==> config.mk <==
export PLATFORM = sky130hd
export DESIGN_NAME = baud_rate
export DESIGN_NICKNAME = d
export VERILOG_FILES = /design/src/rtl/baud_rate.sv
export SDC_FILE = /design/constraint.sdc
export NUM_CORES = 1
export LEC_CHECK = 0
export BUFFER_PORTS_ARGS = -buffer_cell sky130_fd_sc_hd__buf_2
export CAP_MARGIN = 20
export CORE_MARGIN = 2
export CORE_UTILIZATION = 50
export DETAILED_ROUTE_END_ITERATION = 12
export GPL_TIMING_DRIVEN = 0
export PLACE_DENSITY = 0.72
export SYNTH_ARGS = -nofsm -noshare
export SYNTH_HDL_FRONTEND = slang
export SYNTH_SLANG_ARGS = --single-unit
export TNS_END_PERCENT = 50
==> constraint.sdc <==
create_clock -name clk -period 4.85 [get_ports clk]
set_input_delay 0.485 -clock clk [delete_from_list [all_inputs] [get_ports clk]]
set_output_delay 0.485 -clock clk [all_outputs]
set_load 0.05 [all_outputs]
==> src/rtl/baud_rate.sv <==
// baud_rate: free-running baud_tick / os_tick strobe generator feeding the UART TX/RX FSMs.
// Integer dividers by default; define BAUDRATE_FRAC_EN for phase-accumulator dividers.
module baud_rate #(
  parameter int CLK_FREQ   = 100_000_000,
  parameter int BAUD       = 9600,
  parameter int OVERSAMPLE = 16
) (
  input  logic clk,
  input  logic rst,
  output logic baud_tick,
  output logic os_tick
);

  localparam longint OS_RATE = longint'(BAUD) * longint'(OVERSAMPLE);

  // Below this ratio the oversample divider collapses to 1 and os_tick would stick high.
  if (longint'(CLK_FREQ) < 2 * OS_RATE) begin : g_cfg_check
    $error("baud_rate: CLK_FREQ must be at least 2*BAUD*OVERSAMPLE");
  end

  logic baud_tick_q, baud_tick_d;
  logic os_tick_q, os_tick_d;

`ifdef BAUDRATE_FRAC_EN
  localparam int AW = $clog2(longint'(CLK_FREQ) + OS_RATE);
  localparam logic [AW:0] FREQ_W   = (AW+1)'(CLK_FREQ);
  localparam logic [AW:0] BAUD_INC = (AW+1)'(BAUD);
  localparam logic [AW:0] OS_INC   = (AW+1)'(OS_RATE);

  logic [AW-1:0] baud_acc_q, baud_acc_d;
  logic [AW-1:0] os_acc_q, os_acc_d;
  logic [AW:0]   baud_sum, os_sum;

  // Accumulators wrap modulo CLK_FREQ, so exactly BAUD ticks land in every CLK_FREQ cycles.
  always_comb begin
    baud_sum    = {1'b0, baud_acc_q} + BAUD_INC;
    os_sum      = {1'b0, os_acc_q} + OS_INC;
    baud_tick_d = (baud_sum >= FREQ_W);
    os_tick_d   = (os_sum >= FREQ_W);
    baud_acc_d  = baud_tick_d ? AW'(baud_sum - FREQ_W) : baud_sum[AW-1:0];
    os_acc_d    = os_tick_d ? AW'(os_sum - FREQ_W) : os_sum[AW-1:0];
  end

  always_ff @(posedge clk or negedge rst) begin
    if (!rst) begin
      baud_acc_q <= '0;
      os_acc_q   <= '0;
    end else begin
      baud_acc_q <= baud_acc_d;
      os_acc_q   <= os_acc_d;
    end
  end
`else
  localparam longint DIV    = (longint'(CLK_FREQ) + longint'(BAUD) / 2) / longint'(BAUD);
  localparam longint OS_DIV = (longint'(CLK_FREQ) + OS_RATE / 2) / OS_RATE;
  localparam int     BW     = (DIV > 1) ? $clog2(DIV) : 1;
  localparam int     OW     = (OS_DIV > 1) ? $clog2(OS_DIV) : 1;
  localparam logic [BW-1:0] BAUD_LAST = BW'(DIV - 1);
  localparam logic [OW-1:0] OS_LAST   = OW'(OS_DIV - 1);

  logic [BW-1:0] baud_cnt_q, baud_cnt_d;
  logic [OW-1:0] os_cnt_q, os_cnt_d;

  always_comb begin
    baud_tick_d = (baud_cnt_q == BAUD_LAST);
    os_tick_d   = (os_cnt_q == OS_LAST);
    baud_cnt_d  = baud_tick_d ? '0 : baud_cnt_q + BW'(1);
    os_cnt_d    = os_tick_d ? '0 : os_cnt_q + OW'(1);
  end

  always_ff @(posedge clk or negedge rst) begin
    if (!rst) begin
      baud_cnt_q <= '0;
      os_cnt_q   <= '0;
    end else begin
      baud_cnt_q <= baud_cnt_d;
      os_cnt_q   <= os_cnt_d;
    end
  end
`endif

  // Ticks are registered: high for the cycle after the divider's terminal edge.
  always_ff @(posedge clk or negedge rst) begin
    if (!rst) begin
      baud_tick_q <= 1'b0;
      os_tick_q   <= 1'b0;
    end else begin
      baud_tick_q <= baud_tick_d;
      os_tick_q   <= os_tick_d;
    end
  end

  assign baud_tick = baud_tick_q;
  assign os_tick   = os_tick_q;

endmodule

==> results.md, run 1 <==
* Largest net degree at the start of global routing at 27
* Slew Limit Fails at 0
* DR vias at 830
* Final GP Congestion at 0.803
* Synth Area in Compound Gates at 5.27%
* Die H at 53.2 um
* Adder-cell share of the synthesized area at 4.14%
* Synth top area cells: dfrtp_1 54%, xnor2_1 5.1%, xor2_1 5.1%
* Nets@finish at 126
* Power density over the cells at 253 nW/um2
* Crit-path slowest cell: or4b_2
* Total gr overflow at 0
* Post-Synthesis Cells at 112
* Num CTS Buffers at 3
* Post-DP HPWL at 1.41 mm
* Final count of hold timing violations at 0
* DR pass1 iterations at 4
* Critical path class: flop to flop
* Post-cts sizing count at 0
* Critical R2R Launch: os_cnt_q[0]$_DFF_PN0_
* Final setup violation count at 0
* Lkg Pwr at 0.583 nW
* CP Buf/Inv Count at 1
* Starting density of the core at 53.7%
* Worst path top cell family by delay: simple AND/OR/NAND/NOR gates
* Synth Register Bits at 26
* Asr flop ratio synth at 100%
* H-tree depth at 1
* Fin cells at 147
* Hold_buf cts at 0
* PortBufs at 3
* Area Growth Syn to Fin at 7.14%
* I/O pin count at 4
* RSZ-0062 raised after global routing: no
* Worst Path Required at 5.05 ns
* Number of global-route vias before repair at 746
* Post-synth cell types at 27
* Simple-Gate Fraction of Synth Area at 23.7%
* Final wirelength at 1.95 mm
* Crit Path Max Fanout at 6
* GRT Total Usage at 17.4%
* Clock transition at path regs at 0.13 ns
* Worst VDD drop at 0.000211 V
* Yosys top cell by area: dfrtp_1
* HP Class: primary input to async pin
* Slew margin rel. at 63.7%
* CP cell instances: inv_1, ha_1, or4b_2, nor3_2, nor2_1
* Die width at 53.2 um
* Global-route wire length before repair at 3.50 mm
* FP Rows at 17
* Synthesized area per cell at 10.8 um2
* Clock Sinks at 26
* Post-synth top cells: 26 x dfrtp_1, 10 x nor2_1, 9 x nand3_1
* Mux cell area share after synthesis at 0.827%
* CTS tree: yes
* Final Critical Period at 1.86 ns
* Max Root-Sink Buffers at 2
* Number of synthesized flops with an enable pin at 0
* Die area at 2830 um2
* Status: completed
* Yosys top cell area share at 53.8%
* Clk root buf: clkbuf_4
* DR vias/cell at 5.65
* Delay of the slowest critical-path stage at 0.61 ns
* Post-Route Skew at 0.00249 ns
* Synth Flop Type: dfrtp_1
* Tightest Pin Transition at 0.545 ns
* Final Cycle Share at 38.3%
* CP startpoint: os_cnt_q[0]$_DFF_PN0_
* Synth Cell Area at 1210 um2
* WL/cell at 13.3 um
* Placed insts at 143
* Initial antenna violation count at 0
* Core area at 2250 um2
* Buffer count from post-CTS setup fixing at 0
* Drt drc at 0
* Synthesized Nets at 118
* Routed Antenna Nets at 0
* Ys Warns at 0
* Synth Area in XOR/XNOR at 10.1%
* Ant. Diodes at 0
* Most frequent cell after synthesis: dfrtp_1
* Sequential fraction of the synthesis area at 53.8%
* Skew-Pair Late Insertion Delay at 0.32 ns
* Max_cap viols at 0
* Critical Path Sink Type: flop
* Layout cells sized above 1 at 10.1%
* Iteration-0 DRC Markers at 10
* Sum Neg Setup Slack at 0 ns
* Critical path arrival at 2.06 ns
* Fmax at 538 MHz
* Main combinational cell family by area after synthesis: simple AND/OR/NAND/NOR gates
* Filler cells at 213
* CP startpoint kind: flop
==> cells in the final DEF, fill, tap and decap left out, drive strengths merged, types with 4 or more instances in the layout <==
master  synthesis  layout
dfrtp          26      26
nor2           10      10
nand3           9       9
inv             7       7
xor2            7       7
xnor2           7       7
nand2           6       6
nor3            6       6
nand4           4       4
o21ai           4       4
a21oi           4       4
ha              4       4
clkbuf          0       4
==> kinds of logic after synthesis <==
group | count (synthesis)
simple gates | 49
flops | 26
xor+xnor | 14
compound gates | 11
buf+inv | 7
fa+ha+maj | 4
mux | 1
==> state kept, by name, indices dropped and copies added, names as in the netlist <==
signal,count
baud_cnt_q,14
os_tick,1
baud_tick,1
os_cnt_q,10
==> routing by layer <==
layer / track usage [%] / routed length [um]
met5: 0 / 0
met3: 1.98 / 80
met2: 22.9 / 855
met1: 28.4 / 979
met4: 7.69 / 36
==> metrics by stage <==
stage / hold slack (ns) / setup WS [ns] / power [mW] / instance area, um2 / utilization (%)
after global routing: 0.174 / 2.84 / 0.341 / 1300 / 57.5
after floorplan: 0.189 / 3.21 / 0.221 / 1210 / -
after CTS: 0.143 / 2.97 / 0.331 / 1300 / 57.5
final: 0.129 / 2.99 / 0.327 / 1300 / 57.5
after detailed placement: 0.489 / 3.01 / 0.225 / 1260 / 55.9
after global placement: 0.463 / 3.06 / 0.225 / 1260 / 55.9
==> worst register-to-register path, stage by stage, from the launching register on <==
cell,delay [ns]
dfrtp_1,0.47
inv_1,0.08
ha_1,0.14
or4b_2,0.61
nor3_2,0.34
nor2_1,0.11
==> final timing paths <==
check	end	slack [ns]	cells past startpoint
max in group asynchronous	baud_cnt_q[3]$_DFF_PN0_	4.36	1
max	os_cnt_q[3]$_DFF_PN0_	2.99	5
min	os_cnt_q[8]$_DFF_PN0_	0.13	1
min in group clk	os_cnt_q[5]$_DFF_PN0_	0.51	1
min reg2reg	os_cnt_q[5]$_DFF_PN0_	0.51	1
max reg2reg	os_cnt_q[3]$_DFF_PN0_	2.99	5
==> power by group <==
group | internal (mW) | switching [mW]
clock | 0.0459 | 0.0606
sequential | 0.217 | 0
combinational | 0.000288 | 0.00380
==> cell type report <==
cell class	count	area, um2	area share (%)
Multi-Input combinational cell	79	533	41.1
Timing Repair Buffer	3	15.0	1.16
Clock buffer	4	36.3	2.80
Inverter	7	26.3	2.03
Sequential cell	26	651	50.2
Tap cell	28	35.0	2.70
Note: power is estimated with default switching activity, not from simulation.
==> run 2, diff against run 1 <==
--- a/config.mk
+++ b/config.mk
@@ -11,7 +11,7 @@
 export CORE_UTILIZATION = 50
 export DETAILED_ROUTE_END_ITERATION = 12
 export GPL_TIMING_DRIVEN = 0
-export PLACE_DENSITY = 0.72
+export PLACE_DENSITY = 0.75
 export SYNTH_ARGS = -nofsm -noshare
 export SYNTH_HDL_FRONTEND = slang
 export SYNTH_SLANG_ARGS = --single-unit
==> constraint.sdc (replaced) <==
create_clock -name clk -period 1.6 [get_ports clk]
set_input_delay 0.16 -clock clk [delete_from_list [all_inputs] [get_ports clk]]
set_output_delay 0.16 -clock clk [all_outputs]
set_load 0.05 [all_outputs]
==> run 2 against run 1 <==
Combinational power increased to 3.6 times the previous value. Total power rose to 3.1 times the previous value. Sequential power grew to 3.0 times the previous value. Worst setup slack got worse by 3.0 ns. Global-route usage grew 0.41 points. Count of clock-buffer cells in the layout unchanged. Utilization up 4.4 points. Cell area is 7.6% higher. First-iteration DRC count increased by 80%. Register-to-register slack got worse by 3.0 ns. Cell count up 6.1%. Clock power rose to 3.1 times the previous value. Critical path type unchanged. Critical endpoint unchanged. Largest power group unchanged.
==> results.md, run 2 (same netlist as run 1, synthesis figures left out) <==
* Post-DP HPWL at 1.36 mm (-3.1%)
* FP Rows at 17 (unchanged)
* Global-route wire length before repair at 3.65 mm (+4.3%)
* RSZ-0062 raised after global routing: yes
* Hold slack final at 0.343 ns (+0.215 ns)
* Final wirelength at 2.08 mm (+6.6%)
* Max Root-Sink Buffers at 2 (unchanged)
* Skew-Pair Late Insertion Delay at 0.33 ns (about the same)
* Power density over the cells at 718 nW/um2 (+180%)
* Top flop regs: baud_cnt_q: 14 flops, os_cnt_q: 10 flops
* CTS tree: yes
* Routed Antenna Nets at 0 (unchanged)
* Die width at 53.2 um (unchanged)
* DR pass1 iterations at 4 (unchanged)
* DR vias at 862 (+3.9%)
* Critical path arrival at 1.81 ns (-0.25 ns)
* Final Cycle Share at 99.6% (+61 points)
* Tightest Pin Transition at 0.557 ns (+0.0122 ns)
* Clk pwr share at 33.0% (+0.5 points)
* Sum Neg Setup Slack at 0 ns (unchanged)
* Starting density of the core at 53.7% (unchanged)
* Switching share of total power at 20.3% (+0.62 points)
* HP Class: primary input to async pin
* Final setup violation count at 0 (unchanged)
* Final GP Congestion at 0.792 (-1.4%)
* Core area at 2250 um2 (unchanged)
* Gate power share at 1.5% (+0.2 points)
* Largest net degree at the start of global routing at 27 (unchanged)
* Critical path class: flop to flop
* Switch Pwr at 0.203 mW (+220%)
* Total gr overflow at 0 (unchanged)
* Num CTS Buffers at 3 (unchanged)
* Fin cells at 156 (+6.1%)
* Slew Limit Fails at 0 (unchanged)
* Max_cap viols at 0 (unchanged)
* Area Growth Syn to Fin at 15.3%
* WL/cell at 13.3 um (+0.42%)
* Tot Pwr at 1.00 mW (+210%)
* Design Area, Final at 1400 um2 (+7.6%)
* Clock transition at path regs at 0.14 ns (about the same)
* Iteration-0 DRC Markers at 18 (+8)
* Initial antenna violation count at 0 (unchanged)
* Final count of hold timing violations at 0 (unchanged)
* Post-Route Skew at 0.00833 ns (+0.00584 ns)
* DR vias/cell at 5.53 (-2.1%)
* Worst VDD drop at 0.000521 V (+150%)
* Lkg Pwr at 0.645 nW (+11%)
* Layout cells sized above 1 at 20.3% (+10 points)
* CP startpoint kind: flop
* Placed Instance Area at 1270 um2 (+0.79%)
* Fmax at 627 MHz (+17%)
* I/O pin count at 4 (unchanged)
* GRT Total Usage at 17.9% (+0.41 points)
* H-tree depth at 1 (unchanged)
* Drt drc at 0 (unchanged)
* Clk root buf: clkbuf_4
* Status: completed
* Worst Path Required at 1.81 ns (-3.24 ns)
* Filler cells at 187 (-12%)
* Crit Path Max Fanout at 6 (unchanged)
* PortBufs at 3 (unchanged)
* Die H at 53.2 um (unchanged)
* Int Power at 0.799 mW (+200%)
* Largest reg by FF count: baud_cnt_q
* Clock Sinks at 26 (unchanged)
* Number of global-route vias before repair at 826 (+11%)
* Ant. Diodes at 0 (unchanged)
* Slew margin rel. at 62.9% (-0.82 points)
* Critical Path Sink Type: flop
* Nets@finish at 135 (+7.1%)
* Final Critical Period at 1.59 ns (-0.266 ns)
* Pre-CTS WS at -0.137 ns (-3.15 ns)
* Die area at 2830 um2 (unchanged)
* Commonest cells after routing, fill and taps aside: 25 x dfrtp_1, 10 x nor2_1, 9 x nand3_1
* Final core utilization at 61.9% (+4.4 points)
* Most common cell after layout, fill and taps aside: dfrtp_1
* Placed insts at 143 (unchanged)
* Setup slack after layout at 0.00634 ns (-2.98 ns)
* Sequential group share of total power at 65.6% (-0.6 points)
* Max reg flops at 14 (unchanged)
-- run 2: cell types whose count changed in the layout (fill, tap and decap cells not counted), moves of 2 or more --
| cell | before | now |
|---|---|---|
| buf_4 | 0 | 8 |
| a21oi_1 | 4 | 2 |
| a21oi_2 | 0 | 2 |
| or4b_4 | 0 | 2 |
-- run 2: area by class of cell --
class                      instances  area (um2)  share of cell area, %
inverter                           7        26.3                   1.88
timing repair buffer              12        85.1                   6.10
clock buffer                       4        36.3                   2.60
multi-input combinational         79         561                   40.2
tap                               28        35.0                   2.51
sequential                        26         652                   46.7
-- run 2: layer usage --
metal,wire (um),vias to the layer above,GRT usage [%]
li1,-,425,-
met1,1050,419,25.3
met5,0,-,0
met2,923,11,25.6
met3,69,7,3.67
met4,38,0,9.40
-- run 2: path summary, 6_finish.rpt --
path	slack (ns)	startpoint	to	cells past startpoint
worst max-delay path	0.006	os_cnt_q[0]$_DFF_PN0_	os_cnt_q[3]$_DFF_PN0_	5
worst min-delay path	0.34	rst	baud_cnt_q[0]$_DFF_PN0_	2
worst max register to register	0.006	os_cnt_q[0]$_DFF_PN0_	os_cnt_q[3]$_DFF_PN0_	5
worst min register to register	0.49	os_cnt_q[9]$_DFF_PN0_	os_cnt_q[9]$_DFF_PN0_	1
max in group asynchronous	0.85	rst	os_cnt_q[0]$_DFF_PN0_	2
min in group clk	0.49	os_cnt_q[9]$_DFF_PN0_	os_cnt_q[9]$_DFF_PN0_	1
-- run 2: worst max-delay path: stages (launching register included) --
cell     delay, ns
dfrtp_2       0.47
inv_2         0.06
ha_1          0.12
or4b_4        0.47
nor3_4        0.28
nor2_1        0.09
-- run 2: power groups by stage --
stage	registers (mW)	logic (mW)	clock network, mW
floorplan	0.670	0.000000230	0
global placement	0.670	0.0137	0
detailed placement	0.670	0.0138	0
CTS	0.657	0.0157	0.344
global route	0.657	0.0181	0.368
finish	0.657	0.0146	0.331
-- run 2: what timing repair did --
action	4_1_cts	5_1_grt
setup endpoints to repair	14	13
pin swaps	2	3
buffers inserted	4	4
endpoints found under the hold margin	26	0
hold buffers	1	0
gates resized for setup	0	6
==> run 3, diff against run 2 <==
--- a/config.mk
+++ b/config.mk
@@ -5,8 +5,10 @@
 export SDC_FILE = /design/constraint.sdc
 export NUM_CORES = 1
 export LEC_CHECK = 0
+export ABC_AREA = 1
 export BUFFER_PORTS_ARGS = -buffer_cell sky130_fd_sc_hd__buf_2
 export CAP_MARGIN = 20
+export CORE_ASPECT_RATIO = 0.5
 export CORE_MARGIN = 2
 export CORE_UTILIZATION = 50
 export DETAILED_ROUTE_END_ITERATION = 12
==> run 3 against run 2 <==
Non-clock buffer count shrank 8. Utilization shrank 5.1 points. Critical path type unchanged. Total power grew 10%. Global-route usage shrank 1.8 points.
==> results.md, run 3 <==
* Layout cells sized above 1 at 8.62% (-12 points)
* Buffer count from post-CTS setup fixing at 0 (-4)
* Clock Sinks at 26 (unchanged)
* Multi-input gate area at 582 um2 (+3.8%)
* Total gr overflow at 0 (unchanged)
* Nets@finish at 181 (+34%)
* Yosys top cell by area: dfrtp_1
* Worst VDD drop at 0.000376 V (-28%)
* Switch Pwr at 0.226 mW (+11%)
* FP Rows at 13 (-4)
* RSZ-0062 raised after global routing: no
* Num CTS Buffers at 3 (unchanged)
* Number of global-route vias before repair at 860 (+4.1%)
* Clock transition at path regs at 0.09 ns (-0.05 ns)
* Final core utilization at 56.8% (-5.1 points)
* Setup slack after layout at 0.279 ns (+0.273 ns)
* Post-Route Skew at 0.00753 ns (-0.000805 ns)
* Number of synthesized flops with an enable pin at 0 (unchanged)
* Switching share of total power at 20.4% (+0.15 points)
* HP Class: primary input to async pin
* Tightest Pin Transition at 0.567 ns (+0.0103 ns)
* CTS tree: yes
* GRT Total Usage at 16.0% (-1.8 points)
* Int Power at 0.880 mW (+10%)
* H-tree depth at 1 (unchanged)
* Final Critical Period at 1.32 ns (-0.273 ns)
* Core area at 2570 um2 (+14%)
* CP startpoint kind: flop
* Ant. Diodes at 0 (unchanged)
* DR vias at 984 (+14%)
* Die width at 77.0 um (+45%)
* Area Growth Syn to Fin at 9.47%
* I/O pin count at 4 (unchanged)
* Most frequent cell after synthesis: nand2_1
* Post-Synthesis Cells at 166 (+48%)
* Final count of hold timing violations at 0 (unchanged)
* Hold_buf cts at 1 (unchanged)
* DR vias/cell at 4.66 (-16%)
* Slew Limit Fails at 0 (unchanged)
* Post-cts sizing count at 0 (unchanged)
* Power density over the cells at 757 nW/um2 (+5.4%)
* Initial antenna violation count at 0 (unchanged)
* Final setup violation count at 0 (unchanged)
* Final Cycle Share at 82.6% (-17 points)
* Largest reg by FF count: baud_cnt_q
* Critical path arrival at 1.49 ns (-0.32 ns)
* Lkg Pwr at 0.742 nW (+15%)
* Critical path class: flop to flop
* Clk pwr share at 39.3% (+6.3 points)
* Fmax at 757 MHz (+21%)
* Critical Path Sink Type: flop
* Skew-Pair Late Insertion Delay at 0.28 ns (-0.05 ns)
* Commonest cells after routing, fill and taps aside: 35 x nand2_1, 28 x nor2_1, 27 x inv_1
* Global-route wire length before repair at 3.59 mm (-1.7%)
* WL/cell at 10.3 um (-23%)
* Asr flop ratio synth at 100% (unchanged)
* Sequential fraction of the synthesis area at 48.8% (-5.0 points)
* Synth Flop Type: dfrtp_1
* Final GP Congestion at 0.876 (+11%)
* Crit Path Max Fanout at 7 (+1)
* Max_cap viols at 0 (unchanged)
* Gate power share at 1.3% (-0.2 points)
* Clk root buf: clkbuf_8
* Synth top area cells: dfrtp_1 49%, nand2_1 9.8%, nor2_1 7.9%
* Worst Path Required at 1.77 ns (-0.04 ns)
* Pre-CTS WS at 0.281 ns (+0.418 ns)
* Ys Warns at 0 (unchanged)
* Max Root-Sink Buffers at 2 (unchanged)
* Post-synth top cells: 35 x nand2_1, 28 x nor2_1, 27 x inv_1
* Most common cell after layout, fill and taps aside: nand2_1
* Max reg flops at 14 (unchanged)
* Die area at 3120 um2 (+10%)
* Die H at 40.5 um (-24%)
* DR pass1 iterations at 4 (unchanged)
* Filler cells at 247 (+32%)
* Drt drc at 0 (unchanged)
* R2R Setup Slk at 0.28 ns (+0.27 ns)
* Post-synth cell types at 17 (-37%)
* PortBufs at 3 (unchanged)
* Placed insts at 206 (+44%)
* Synth Register Bits at 26 (unchanged)
* Synth Cell Area at 1330 um2 (+10%)
* Synthesized Nets at 172 (+46%)
* Yosys top cell area share at 48.8% (-5.0 points)
* Post-DP HPWL at 1.58 mm (+16%)
* Iteration-0 DRC Markers at 25 (+7)
* Largest net degree at the start of global routing at 27 (unchanged)
* Synthesized area per cell at 8.03 um2 (-26%)
* Slew margin rel. at 62.2% (-0.69 points)
* Hold slack final at 0.403 ns (+0.0598 ns)
* Fin cells at 211 (+35%)
* Sum Neg Setup Slack at 0 ns (unchanged)
* Final wirelength at 2.16 mm (+4.1%)
* Top flop regs: baud_cnt_q: 14 flops, os_cnt_q: 10 flops
* Starting density of the core at 51.9% (-1.8 points)
* Sequential group share of total power at 59.4% (-6.2 points)
* Status: completed
* Register Area at 651 um2 (-0.19%)
* Routed Antenna Nets at 0 (unchanged)
==> run 3: final timing paths <==
check                                        startpoint                 endpoint  cells past startpoint
worst max-delay path            baud_cnt_q[0]$_DFF_PN0_  baud_cnt_q[5]$_DFF_PN0_                      7
worst min-delay path                                rst  baud_cnt_q[1]$_DFF_PN0_                      2
worst max register to register  baud_cnt_q[0]$_DFF_PN0_  baud_cnt_q[5]$_DFF_PN0_                      7
worst min register to register  baud_cnt_q[0]$_DFF_PN0_  baud_cnt_q[0]$_DFF_PN0_                      1
max in group asynchronous                           rst    os_cnt_q[5]$_DFF_PN0_                      2
min in group clk                baud_cnt_q[0]$_DFF_PN0_  baud_cnt_q[0]$_DFF_PN0_                      1
==> run 3: area by class of cell <==
cell class	count	share of cell area, %
well taps	37	3.17
clock buffers	4	3.77
inverters	27	6.94
repair buffers	4	1.71
flip-flops and latches	26	44.6
multi-input cells	113	39.8
==> run 3: routing by layer <==
layer  GRT usage (%)  up-vias  share of wire [%]
met5               0        -                  0
met4            9.38        0                1.9
met3            5.41        5                3.0
met2            30.3        9                 47
met1            17.0      449                 48
li1                -      521                  -
==> run 3: critical path, stage by stage, from the launching register on <==
cell and delay [ns]:
dfrtp_1 0.41, inv_1 0.09, ha_1 0.16, nand3_1 0.07, nor2_1 0.10, nand2_1 0.10, inv_1 0.21, nor2_1 0.08
==> run 3: power by group through the flow <==
| stage | logic (mW) | clock network, mW | registers [mW] |
|---|---|---|---|
| 2_1_floorplan | 0.000000359 | 0 | 0.670 |
| 3_3_place_gp | 0.0141 | 0 | 0.670 |
| 3_5_place_dp | 0.0143 | 0 | 0.670 |
| 4_1_cts | 0.0161 | 0.448 | 0.656 |
| 5_1_grt | 0.0180 | 0.479 | 0.657 |
| 6_report | 0.0147 | 0.434 | 0.656 |
==> run 3: cell families after synthesis <==
logic type / synth area share [%]
adder cells (fa/ha/maj): 3.75
AND/OR/NAND/NOR: 30.9
flip-flops: 48.8
AO/OA/AOI/OAI: 1.12
XOR/XNOR: 7.88
buffers and inverters: 7.60
==> run 3: per-stage QoR <==
stage | total power, mW | instance area [um2]
after global routing | 1.15 | 1460
after global placement | 0.684 | 1400
after floorplan | 0.670 | 1330
after detailed placement | 0.684 | 1400
final | 1.11 | 1460
after CTS | 1.12 | 1460
